$ cat config.mk
export PLATFORM = sky130hd
export DESIGN_NAME = button_press_decoder
export DESIGN_NICKNAME = d
export VERILOG_FILES = /design/src/rtl/clock_ui_pkg.sv /design/src/rtl/ms_tick.sv /design/src/rtl/button_press_decoder.sv
export SDC_FILE = /design/constraint.sdc
export NUM_CORES = 1
export LEC_CHECK = 0
export CAP_MARGIN = 20
export CORE_MARGIN = 2
export CORE_UTILIZATION = 62
export DETAILED_ROUTE_END_ITERATION = 8
export DONT_BUFFER_PORTS = 1
export GPL_TIMING_DRIVEN = 0
export PLACE_DENSITY_LB_ADDON = 0.15
export SYNTH_ARGS = -nofsm -noshare
export SYNTH_HDL_FRONTEND = slang
export SYNTH_SLANG_ARGS = --single-unit
export TNS_END_PERCENT = 10
$ cat constraint.sdc
create_clock -name ck -period 3.8 [get_ports ck]
set_clock_uncertainty 0.2 [all_clocks]
set_input_delay 0.76 -clock ck [delete_from_list [all_inputs] [get_ports ck]]
set_output_delay 0.76 -clock ck [all_outputs]
set_load 0.05 [all_outputs]
$ cat src/rtl/clock_ui_pkg.sv
// clock_ui_pkg: shared definitions for the clock user-interface blocks.
//   - press_state_t : button_press_decoder FSM encoding (IDLE=0, PRESSED=1, REPEATING=2).
//   - CLK_PER_MS_DEFAULT : ck cycles per millisecond; the debouncer's ms counter uses it too.
//   - cnt_width() : counter width for a modulus, never below 1 bit.
package clock_ui_pkg;

   localparam int unsigned CLK_PER_MS_DEFAULT = 100_000;

   typedef enum logic [1:0] {
      StIdle      = 2'd0,
      StPressed   = 2'd1,
      StRepeating = 2'd2
   } press_state_t;

   function automatic int unsigned cnt_width(input int unsigned n);
      return (n > 1) ? $clog2(n) : 1;
   endfunction

   function automatic int unsigned max_u(input int unsigned a, input int unsigned b);
      return (a > b) ? a : b;
   endfunction

endpackage

$ cat src/rtl/ms_tick.sv
// ms_tick: millisecond prescaler.
//   Counts 0..CLK_PER_MS-1 and asserts tick while the count sits at CLK_PER_MS-1; the count
//   wraps to 0 after a tick. While clear is high the count is held at 0, so the first tick
//   lands exactly CLK_PER_MS cycles after clear drops.
// Ports:
//   ck    in   system clock, rising edge
//   rst   in   asynchronous active-high reset
//   clear in   hold the count at 0
//   tick  out  one-cycle millisecond strobe (combinational from the count register)
module ms_tick
   import clock_ui_pkg::*;
#(
   parameter int unsigned CLK_PER_MS = CLK_PER_MS_DEFAULT
) (
   input  logic ck,
   input  logic rst,
   input  logic clear,
   output logic tick
);

   localparam int unsigned CntW = cnt_width(CLK_PER_MS);
   localparam logic [CntW-1:0] CntMax = CntW'(CLK_PER_MS - 1);

   logic [CntW-1:0] cnt_q, cnt_d;

   assign tick = (cnt_q == CntMax);

   always_comb begin
      cnt_d = cnt_q + CntW'(1);
      if (clear || tick) begin
         cnt_d = '0;
      end
   end

   always_ff @(posedge ck or posedge rst) begin
      if (rst) begin
         cnt_q <= '0;
      end else begin
         cnt_q <= cnt_d;
      end
   end

endmodule

$ cat src/rtl/button_press_decoder.sv
// button_press_decoder: turns the debounced button level into one-cycle UI events.
//   short_pulse  : release before LONG_MS of hold
//   long_pulse   : hold reaches LONG_MS
//   repeat_pulse : every REPEAT_MS while still held after a long press
//   held         : button currently held (FSM not idle)
// All outputs are registered; the three pulses are mutually exclusive.
// Build option: define AUTO_REPEAT_EN to enable repeat_pulse. Without it repeat_pulse is
// tied to 0 and REPEATING simply waits for release with the hold counter frozen.
// Ports:
//   ck           in   system clock, rising edge
//   rst          in   asynchronous active-high reset
//   button_deb   in   debounced button level, synchronous to ck
//   short_pulse  out  see above
//   long_pulse   out  see above
//   repeat_pulse out  see above
//   held         out  see above
module button_press_decoder
   import clock_ui_pkg::*;
#(
   parameter int unsigned CLK_PER_MS = CLK_PER_MS_DEFAULT,
   parameter int unsigned LONG_MS    = 1000,
   parameter int unsigned REPEAT_MS  = 200
) (
   input  logic ck,
   input  logic rst,
   input  logic button_deb,
   output logic short_pulse,
   output logic long_pulse,
   output logic repeat_pulse,
   output logic held
);

   localparam int unsigned HoldW = cnt_width(max_u(LONG_MS, REPEAT_MS));
   localparam logic [HoldW-1:0] LongMax = HoldW'(LONG_MS - 1);
`ifdef AUTO_REPEAT_EN
   localparam logic [HoldW-1:0] RepMax = HoldW'(REPEAT_MS - 1);
`endif

   press_state_t     state_q, state_d;
   logic [HoldW-1:0] hold_q, hold_d;
   logic             short_d, long_d, repeat_d, held_d;
   logic             tick;

   // Prescaler is parked at 0 while idle so every press is timed from its own start.
   ms_tick #(
      .CLK_PER_MS (CLK_PER_MS)
   ) u_ms_tick (
      .ck    (ck),
      .rst   (rst),
      .clear (state_q == StIdle),
      .tick  (tick)
   );

   // State and output registers.
   always_ff @(posedge ck or posedge rst) begin
      if (rst) begin
         state_q      <= StIdle;
         hold_q       <= '0;
         short_pulse  <= 1'b0;
         long_pulse   <= 1'b0;
         repeat_pulse <= 1'b0;
         held         <= 1'b0;
      end else begin
         state_q      <= state_d;
         hold_q       <= hold_d;
         short_pulse  <= short_d;
         long_pulse   <= long_d;
         repeat_pulse <= repeat_d;
         held         <= held_d;
      end
   end

   // Next state and hold counter.
   always_comb begin
      state_d = state_q;
      hold_d  = hold_q;
      case (state_q)
         StIdle: begin
            if (button_deb) begin
               state_d = StPressed;
               hold_d  = '0;
            end
         end
         StPressed: begin
            // Release is tested first so it wins over a coincident threshold tick.
            if (!button_deb) begin
               state_d = StIdle;
               hold_d  = '0;
            end else if (tick) begin
               if (hold_q == LongMax) begin
                  state_d = StRepeating;
                  hold_d  = '0;
               end else begin
                  hold_d = hold_q + HoldW'(1);
               end
            end
         end
         StRepeating: begin
            if (!button_deb) begin
               state_d = StIdle;
               hold_d  = '0;
            end
`ifdef AUTO_REPEAT_EN
            else if (tick) begin
               if (hold_q == RepMax) begin
                  hold_d = '0;
               end else begin
                  hold_d = hold_q + HoldW'(1);
               end
            end
`endif
         end
         default: begin
            state_d = StIdle;
            hold_d  = '0;
         end
      endcase
   end

   // Next values of the registered outputs.
   always_comb begin
      short_d  = 1'b0;
      long_d   = 1'b0;
      repeat_d = 1'b0;
      case (state_q)
         StPressed: begin
            short_d = !button_deb;
            long_d  = button_deb && tick && (hold_q == LongMax);
         end
         StRepeating: begin
`ifdef AUTO_REPEAT_EN
            repeat_d = button_deb && tick && (hold_q == RepMax);
`endif
         end
         default: ;
      endcase
      // held follows the state one cycle later; an illegal state maps to idle here.
      held_d = (state_d != StIdle);
   end

endmodule

# --- Word-level counts from Yosys, hierarchy flattened ---
# Cells that the tools add are included.
totals:
  word_cells: 37
  mem_bits_rw: 0
  romBits: 0
  output_inout_bits: 4
  memories: 0
  latch_bits: 0
  register_bits: 32
op_classes:
  n_shift: 0
  multipliers: 0
  n_bitwise: 0
  n_eq_ne: 7
  order_cmp: 0
  n_addsub: 2
  div_mod_pow: 0
  reduce_logical: 7
  mux: 15
op_table:
  columns: ["op", "count"]
  rows:
  - ["10-bit two-way mux", 5]
  - ["10-bit one-hot mux with 3 select lines", 1]
  - ["17-bit by 1-bit adder with 17-bit output, second input constant", 1]
  - ["17-bit equality test, second input constant", 1]
  - ["17-bit two-way mux", 1]
  - ["10-bit by 1-bit adder with 10-bit output, second input constant", 1]
  - ["10-bit equality test, second input constant", 1]
  - ["2-bit two-way mux", 5]
  - ["2-bit one-hot mux with 3 select lines", 1]
  - ["2-bit != test, second input constant", 2]
  - ["3-bit != test, second input constant", 1]
  - ["3-bit AND reduction", 1]
  - ["2-bit by 1-bit equality test with 1-bit output, second input constant", 1]
  - ["2-bit equality test, second input constant", 1]
  - ["1-bit logical AND", 2]
  - ["2-bit zero test", 1]
  - ["1-bit two-way mux", 2]
  - ["2-bit nonzero test", 1]
  - ["1-bit zero test", 1]
  - ["1-bit logical OR", 1]

# --- Logic depth before layout (Yosys ltp) ---
# Gate-level depths: netlist of the first run.
depth:
  depth_word: 6
  ltp_mapped: 7

# --- Cells and area by module ---
# A second synthesis of the first run with hierarchy kept.
hier_totals:
  cells_unflattened: 179
  area_unflattened_um2: 1694.1
by_module_without_submodules:
  columns: ["mod", "area_each_um2", "cells_per_inst", "instances", "seq_area_each_um2"]
  rows:
  - ["ms_tick", 877.1, 90, 1, 425.4]
  - ["button_press_decoder", 817.0, 89, 1, 375.4]

# --- Worst setup path before layout of the first run ---
# No wires, ideal clock.
synth_path:
  path_type: "input-to-reg"
  from: "input button_deb"
  to: "register hold_q[5]"
  path_stages: 5
  slack_ns: 1.869
  setup_time_ns: 0.128
  t_required_ns: 3.472
  path_buffers: 0
  arrival_ns: 1.603
  cell_sequence: "and2b_2 -> and2_2 -> a21o_2 -> o21ai_0 -> o31ai_1"
synth_via:
  elab_chain_len: 2
  elab_cells_between_ends: 6
synth_rtl:
  columns: ["item", "line", "source"]
  rows:
  - ["from (decl)", "button_press_decoder.sv:26", "input logic button_deb,"]
  - ["3-bit != test (no line) (tied with other cells)", null, null]
  - ["3-bit AND reduction (no line) / 10-bit one-hot mux with 3 select lines (equally long branches)", null, null]
  - ["to (signal assigned)", "button_press_decoder.sv:65", "hold_q <= hold_d;"]
  - ["to (decl)", "button_press_decoder.sv:40", "logic [HoldW-1:0] hold_q, hold_d;"]
# Several ways; a longest one is shown, not always the timed one.
# A chain may end at the register's enable or synchronous reset.

# --- Worst setup path in the final report of the first run ---
layout_path:
  from: "register hold_q[0]"
  to: "register state_q[1]"
layout_via:
  elab_chain_len: 5
layout_rtl:
  columns: ["item", "line", "source"]
  rows:
  - ["10-bit equality test", "button_press_decoder.sv:90", "if (hold_q == LongMax) begin"]
  - ["2-bit two-way mux", "button_press_decoder.sv:90", null]
  - ["2-bit two-way mux", "button_press_decoder.sv:89", "end else if (tick) begin"]
  - ["2-bit two-way mux", "button_press_decoder.sv:86", "if (!button_deb) begin"]
  - ["2-bit one-hot mux with 3 select lines", "button_press_decoder.sv:77", "case (state_q)"]
  - ["net state_d[1]", "button_press_decoder.sv:39", "press_state_t state_q, state_d;"]
  - ["to (signal assigned)", "button_press_decoder.sv:57", "state_q <= StIdle;"]
  - ["to (signal assigned)", "button_press_decoder.sv:64", "state_q <= state_d;"]
  - ["to (decl)", "button_press_decoder.sv:39", null]
# The timed path passes the listed nets, and every way through them passes these cells.

==> impl_metrics.py, run 1 <==
metrics = {
    "run_status": {
        "outcome": "complete, no violations",
    },
    "routing": {
        "met3RoutedLength_um": 139,
        "avgRoutedWirePerCell_um": 15.0,
        "num_vias": 1289,
        "drtAntennaViolNets": 0,
        "first_iteration_detailed_routing_drc_count": 62,
        "drc_errors": 0,
        "drt-met1-wl_mm": 1.47,
        "detail_route.first_pass.iterations": 4,
        "drt-vias-per-instance": 6.11,
        "postRouteWirelength_mm": 3.17,
        "top_layer_used": "met4",
        "routed_wl_met2_mm": 1.49,
    },
    "clock_tree": {
        "clk_transition_reported_paths_ns": 0.10,
        "tritoncts": "done",
        "holdBufCountCts": 0,
        "clock-root-buffer": "sky130_fd_sc_hd__clkbuf_4",
        "cts_sinks": 32,
        "cts_buffer_depth": 2,
        "cts_inserted_buffers": 5,
        "cts-htree-levels": 2,
        "postCtsSetupBuffers": 0,
        "cts.repair.resized": 0,
        "skew_pair_late_insertion_delay_ns": 0.34,
    },
    "synthesis": {
        "synth_edf_count": 0,
        "synth_top_area_cell": "sky130_fd_sc_hd__dfrtp_1",
        "synth_area_um2": 1690,
        "synth.yosys.warnings": 0,
        "netlist-cell-type-count": 43,
        "synth_area_per_cell_um2": 9.76,
        "postSynth.asyncResetShare_pct": 100,
        "ys_dominant_reg_cell": "sky130_fd_sc_hd__dfrtp_1",
        "synth_seq_area_share_pct": 47.4,
        "synth_cells": 173,
        "synth_top_area_share_pct": 47.4,
        "synth_nets": 178,
        "ys_ff_latch": 32,
        "yosys-top-cells-area": "sky130_fd_sc_hd__dfrtp_1 (47%), sky130_fd_sc_hd__xor2_1 (4.7%), sky130_fd_sc_hd__nor2_1 (4.4%)",
    },
    "cells_and_area": {
        "final.fill_count": 188,
        "layout.cells.most_common_list": "sky130_fd_sc_hd__dfrtp_1 (32), sky130_fd_sc_hd__nor2_1 (20), sky130_fd_sc_hd__nand2_1 (16)",
        "multiInputGateArea_um2": 832,
        "final_common_cell": "sky130_fd_sc_hd__dfrtp_1",
        "drive_above_1_share_pct": 13.8,
        "insertedDiodeCount": 0,
        "area_growth_pct": 6.60,
        "final_nets": 186,
        "layout.area.seq_um2": 801,
    },
    "place": {
        "place.gp.congestion": 0.761,
        "dp.final_hpwl_mm": 2.27,
        "count_of_port_buffers_added_during_placement": 0,
    },
    "worst_setup_path": {
        "path_max_fanout": 9,
        "crit_path_start_kind": "register",
        "timing.rr.end": "state_q[1]",
        "timing.critical_path.slowest_stage_cell": "sky130_fd_sc_hd__dfrtp_1",
        "rr_startpoint": "hold_q[0]",
        "cp.buffers_inverters": 1,
        "kind_of_critical_path": "register to register",
        "path_delay_family": "simple AND/OR/NAND/NOR gates",
        "end_kind": "register",
        "critPathRequiredTime_ns": 3.88,
        "reg2reg_slack_ns": 1.66,
        "timing.critical_path.slowest_cell_delay_ns": 0.45,
        "crit_arrival_ns": 2.22,
        "r2r.worst_path.cells": 7,
        "timing.critical_path.cells": "ha_1, nor4bb_1, and3_1, buf_2, nor2b_1, and3b_1, o21a_1",
    },
    "power": {
        "p_leak_nw": 0.788,
        "peakVddDrop_v": 0.000301,
        "power.density_nw_per_um2": 315,
    },
    "sta": {
        "timing.max_slew.rel_slack_pct": 53.6,
        "fin_hold_ws_ns": 0.206,
        "hold_viol": 0,
        "grt_setup_unrepaired": "no",
        "fmax_mhz": 467,
        "timing.final.setup_violations": 0,
        "timing.final.crit_share_pct": 56.3,
        "maxSlewViolCount": 0,
        "fin_setup_tns_ns": 0,
        "post-route-min-period_ns": 2.14,
        "worst-slew-pin-transition_ns": 0.696,
    },
    "die": {
        "initial_utilization_pct": 66.9,
        "die_area_um2": 3160,
        "core_box_area_um2": 2520,
        "row_count": 18,
        "num_io_pins": 7,
        "die_w_um": 56.2,
        "die_height_um": 56.2,
    },
    "job": {
        "max_capacitance_violation_count": 0,
    },
    "hold_path": {
        "hp-class": "input pin to asynchronous set/reset pin",
    },
    "global_routing": {
        "globalRouteOverflowTotal": 0,
        "grt_antenna_before_repair": 0,
        "number_of_global_route_vias_before_repair": 1289,
        "globalRouteTotalUtil_pct": 23.5,
        "pin_count_of_the_biggest_net_entering_global_routing": 18,
        "grt_first_pass_wirelength_mm": 5.63,
    },
}
[worst reg2reg max path: cells and delay by family, from the launching register on]
family	cells	cell delay [ns]
compound gates	1	0.10
fa+ha+maj	1	0.25
buf+inv	1	0.20
flops	1	0.45
simple gates	4	0.90
[stage by stage]
step	total power [mW]	area (µm²)	worst slack (ns)	std cells	util, %
3_3_place_gp	0.389	1730	1.76	203	68.4
6_report	0.567	1800	1.66	211	71.3
4_1_cts	0.572	1800	1.65	211	71.3
2_1_floorplan	0.383	1690	1.87	173	-
5_1_grt	0.591	1800	1.49	211	71.3
3_5_place_dp	0.394	1750	1.74	204	69.5
[report_power, final]
part	internal, mW	switching, mW	total (mW)
clock network	0.0680	0.112	0.180
logic	0.0122	0.0224	0.0347
registers	0.344	0.00753	0.352
[layout make-up]
cell class,count,area share (%)
buffer,4,1.60
clock buffer,6,2.29
clock inverter,1,0.278
inverter,7,1.46
multi-input combinational,130,46.2
sequential,32,44.5
tap,30,2.09
timing repair buffer,1,1.53
[flip-flops by register name (all words and copies together) (netlist names)]
name / flops
hold_q: 10
short_pulse: 1
held: 1
u_ms_tick.cnt_q: 17
state_q: 2
long_pulse: 1
[Yosys cell counts (2+ instances only)]
cell type and count:
sky130_fd_sc_hd__xnor2_1 6, sky130_fd_sc_hd__nand3_1 11, sky130_fd_sc_hd__and3_1 6, sky130_fd_sc_hd__nor4_4 2, sky130_fd_sc_hd__nand2_1 16, sky130_fd_sc_hd__ha_1 2, sky130_fd_sc_hd__inv_1 7, sky130_fd_sc_hd__buf_2 2
sky130_fd_sc_hd__nand2_2 2, sky130_fd_sc_hd__dfrtp_1 32, sky130_fd_sc_hd__nor2_1 20, sky130_fd_sc_hd__or4_1 2, sky130_fd_sc_hd__o21a_1 2, sky130_fd_sc_hd__o31ai_1 3, sky130_fd_sc_hd__a21boi_0 2, sky130_fd_sc_hd__o21ai_0 8
sky130_fd_sc_hd__a31oi_1 2, sky130_fd_sc_hd__xor2_1 9, sky130_fd_sc_hd__nor2b_1 3, sky130_fd_sc_hd__nand4_1 5, sky130_fd_sc_hd__nor3_1 6, sky130_fd_sc_hd__and4_2 3, sky130_fd_sc_hd__o211ai_1 2
[layer usage]
| metal | vias to the layer above | global-route usage [%] |
|---|---|---|
| met4 | 0 | 10.2 |
| met3 | 9 | 7.91 |
| met5 | - | 0 |
| met1 | 624 | 29.1 |
| li1 | 623 | - |
| met2 | 33 | 37.1 |
[how the worst max path moves through the flow]
| stage | startpoint | endpoint | cells past startpoint |
|---|---|---|---|
| 2_1_floorplan | button_deb | hold_q[5] | 5 |
| 3_3_place_gp | button_deb | hold_q[3] | 5 |
| 3_5_place_dp | button_deb | hold_q[3] | 5 |
| 4_1_cts | hold_q[0] | state_q[1] | 7 |
| 5_1_grt | hold_q[0] | state_q[1] | 7 |
| 6_report | hold_q[0] | state_q[1] | 7 |
[cells by family after synthesis]
kind of cell,after synthesis,share of synthesized area (%)
XOR/XNOR,15,7.78
adder cells (fa/ha/maj),2,1.48
AND/OR/NAND/NOR,88,30.5
other,1,0.222
AO/OA/AOI/OAI,24,9.27
buffers and inverters,11,3.26
flip-flops,32,47.4
No activity file was read; power rests on OpenSTA's default activity.
==> run 2: changes to the inputs <==
Settings changed: CORE_UTILIZATION 62 to 56.
Clock period 3.8 ns to 1.8 ns, I/O delays scaled along.
==> run 2 against run 1 <==
Net effect:
- the run now ends with DRC, setup timing left
- clock power up 140%
- die area up 9.9%
- power up 130%
- register-to-register slack worse by 1.8 ns
- first-iteration DRC count down 18%
- count of clock-buffer cells in the layout up 2
- sequential cell count unchanged
- global-route usage about the same
- cell area up 16%
- combinational power rose to 3.3 times the previous value
- final cell count up 10%
- utilization up 3.2 points
==> impl_metrics.py, run 2 (same netlist as run 1, synthesis figures left out) <==
metrics = {
    "run_status": {
        "outcome": "complete, but fails checks",
        "failing_checks": "DRC, setup timing",
    },
    "sta": {
        "grt_setup_unrepaired": "yes",
        "timing.max_slew.rel_slack_pct": 62.9,
        "maxSlewViolCount": 0,
        "hold_viol": 0,
        "post-route-min-period_ns": 1.93,
        "timing.final.setup_violations": 29,
        "fmax_mhz": 517,
        "finalWorstSetupSlack_ns": -0.134,
        "timing.final.crit_share_pct": 107,
        "worst-slew-pin-transition_ns": 0.556,
    },
    "cells_and_area": {
        "final_common_cell": "sky130_fd_sc_hd__dfrtp_1",
        "final_nets": 205,
        "largest_register_ff_count": 17,
        "finish.instance_area_um2": 2090,
        "drive_above_1_share_pct": 29.4,
        "layout.cells.most_common_list": "sky130_fd_sc_hd__dfrtp_1 (30), sky130_fd_sc_hd__nor2_1 (18), sky130_fd_sc_hd__buf_4 (16)",
        "area_growth_pct": 23.9,
        "insertedDiodeCount": 0,
        "final-instance-count-excl-fill": 232,
        "final.fill_count": 200,
        "largest_register": "u_ms_tick.cnt_q",
        "layout_top_registers": "u_ms_tick.cnt_q: 17 flops, hold_q: 10 flops, state_q: 2 flops",
        "finalCoreUtilization_pct": 74.6,
    },
    "power": {
        "power.combinational.fraction_pct": 8.8,
        "share_clk_of_total_power_pct": 33.6,
        "power.density_nw_per_um2": 618,
        "power_report.internal_total_mw": 0.970,
        "peakVddDrop_v": 0.000339,
        "p_switching_mw": 0.322,
        "p_leak_nw": 0.873,
        "power.sequential.fraction_pct": 57.6,
        "power.switching_fraction_pct": 24.9,
    },
    "worst_setup_path": {
        "rr_startpoint": "u_ms_tick.cnt_q[1]",
        "path_max_fanout": 3,
        "path_delay_family": "simple AND/OR/NAND/NOR gates",
        "kind_of_critical_path": "register to register",
        "timing.critical_path.slowest_stage_cell": "sky130_fd_sc_hd__dfrtp_1",
        "cp.buffers_inverters": 1,
        "timing.critical_path.slowest_cell_delay_ns": 0.42,
        "timing.critical_path.cells": "ha_4, and4_4, buf_4, nand4_1, nor2b_2, and3b_1, o21a_1",
        "crit_arrival_ns": 2.02,
        "crit_path_start_kind": "register",
        "critPathRequiredTime_ns": 1.88,
        "worst_setup_path_startpoint": "u_ms_tick.cnt_q[1]",
        "end_kind": "register",
    },
    "routing": {
        "routed_wl_met2_mm": 1.78,
        "drtAntennaViolNets": 0,
        "first_iteration_detailed_routing_drc_count": 51,
        "num_vias": 1431,
        "drt-vias-per-instance": 6.17,
        "top_layer_used": "met4",
        "drc_errors": 1,
        "detail_route.first_pass.iterations": 6,
        "drt-met1-wl_mm": 1.67,
        "avgRoutedWirePerCell_um": 16.0,
        "postRouteWirelength_mm": 3.71,
        "met3RoutedLength_um": 161,
    },
    "die": {
        "die_height_um": 58.9,
        "row_count": 19,
        "num_io_pins": 7,
        "die_w_um": 58.9,
        "initial_utilization_pct": 60.2,
        "core_box_area_um2": 2810,
        "die_area_um2": 3470,
    },
    "hold_path": {
        "min-delay-start": "button_deb",
        "hp-class": "input pin to register",
    },
    "job": {
        "max_capacitance_violation_count": 0,
    },
    "global_routing": {
        "grt_first_pass_wirelength_mm": 6.11,
        "pin_count_of_the_biggest_net_entering_global_routing": 22,
        "globalRouteOverflowTotal": 0,
        "grt_antenna_before_repair": 0,
        "number_of_global_route_vias_before_repair": 1360,
        "globalRouteTotalUtil_pct": 23.5,
    },
    "place": {
        "place.gp.congestion": 0.750,
        "dp.final_hpwl_mm": 2.24,
        "count_of_port_buffers_added_during_placement": 0,
        "placed_area_um2": 1760,
        "post-place-ws_ns": -0.229,
        "placed_cells_incl_taps": 205,
    },
    "clock_tree": {
        "skew_pair_late_insertion_delay_ns": 0.34,
        "cts_buffer_depth": 2,
        "cts_inserted_buffers": 5,
        "cts_sinks": 32,
        "clk_transition_reported_paths_ns": 0.10,
        "tritoncts": "done",
        "cts-htree-levels": 2,
        "clock-root-buffer": "sky130_fd_sc_hd__clkbuf_4",
    },
}
run 2: changes by cell type in the layout (fill, tap and decap cells not counted), sizes merged:
cell	before	now
clkinv	1	0
dlygate4sd3	0	4
buf	5	20
clkbuf	6	8
run 2: power groups by stage:
stage,Sequential [mW],Clock (mW),Combinational (mW)
detailed placement,0.756,0,0.0750
floorplan,0.755,0,0.0549
CTS,0.743,0.444,0.104
global route,0.745,0.454,0.126
global placement,0.756,0,0.0649
finish,0.744,0.434,0.114
run 2: what timing repair did:
action                     4_1_cts  5_1_grt
resized for setup               26        6
setup buffers                   11        4
pin swaps                       23        3
setup endpoints to repair       23       30
hold endpoints to repair        14        0
hold buffers                     4        0
run 2: area by class of cell:
cell class                      count  area (µm²)  share of cell area [%]
Clock buffer                        8        58.8                    2.81
Sequential cell                    32         803                    38.4
Multi-Input combinational cell    130         943                    45.1
Timing Repair Buffer               20         184                    8.79
Inverter                            7        26.3                    1.26
Tap cell                           31        38.8                    1.85
Buffer                              4        37.5                    1.79
run 2: worst paths after layout:
| check | slack [ns] | to | cells past startpoint |
|---|---|---|---|
| setup / recovery | -0.13 | state_q[1] | 7 |
| hold / removal | 0.20 | state_q[0] | 2 |
| setup reg to reg | -0.13 | state_q[1] | 7 |
| hold reg to reg | 0.32 | hold_q[9] | 1 |
| max in group asynchronous | 0.59 | u_ms_tick.cnt_q[11] | 3 |
| min in group asynchronous | 0.30 | hold_q[9] | 2 |
run 2: stage by stage:
step                hold slack (ns)  total power [mW]  setup TNS [ns]
finish                        0.198              1.29           -2.13
global route                  0.213              1.32           -3.72
CTS                           0.181              1.29          -0.564
detailed placement            0.125             0.832           -3.47
global placement              0.231             0.821           -2.81
floorplan                     0.230             0.810          -0.124
run 2: layer usage:
metal,track usage [%],vias to the layer above
met5,0,-
met4,10.7,0
met3,4.62,11
met2,38.3,39
met1,30.1,717
li1,-,664
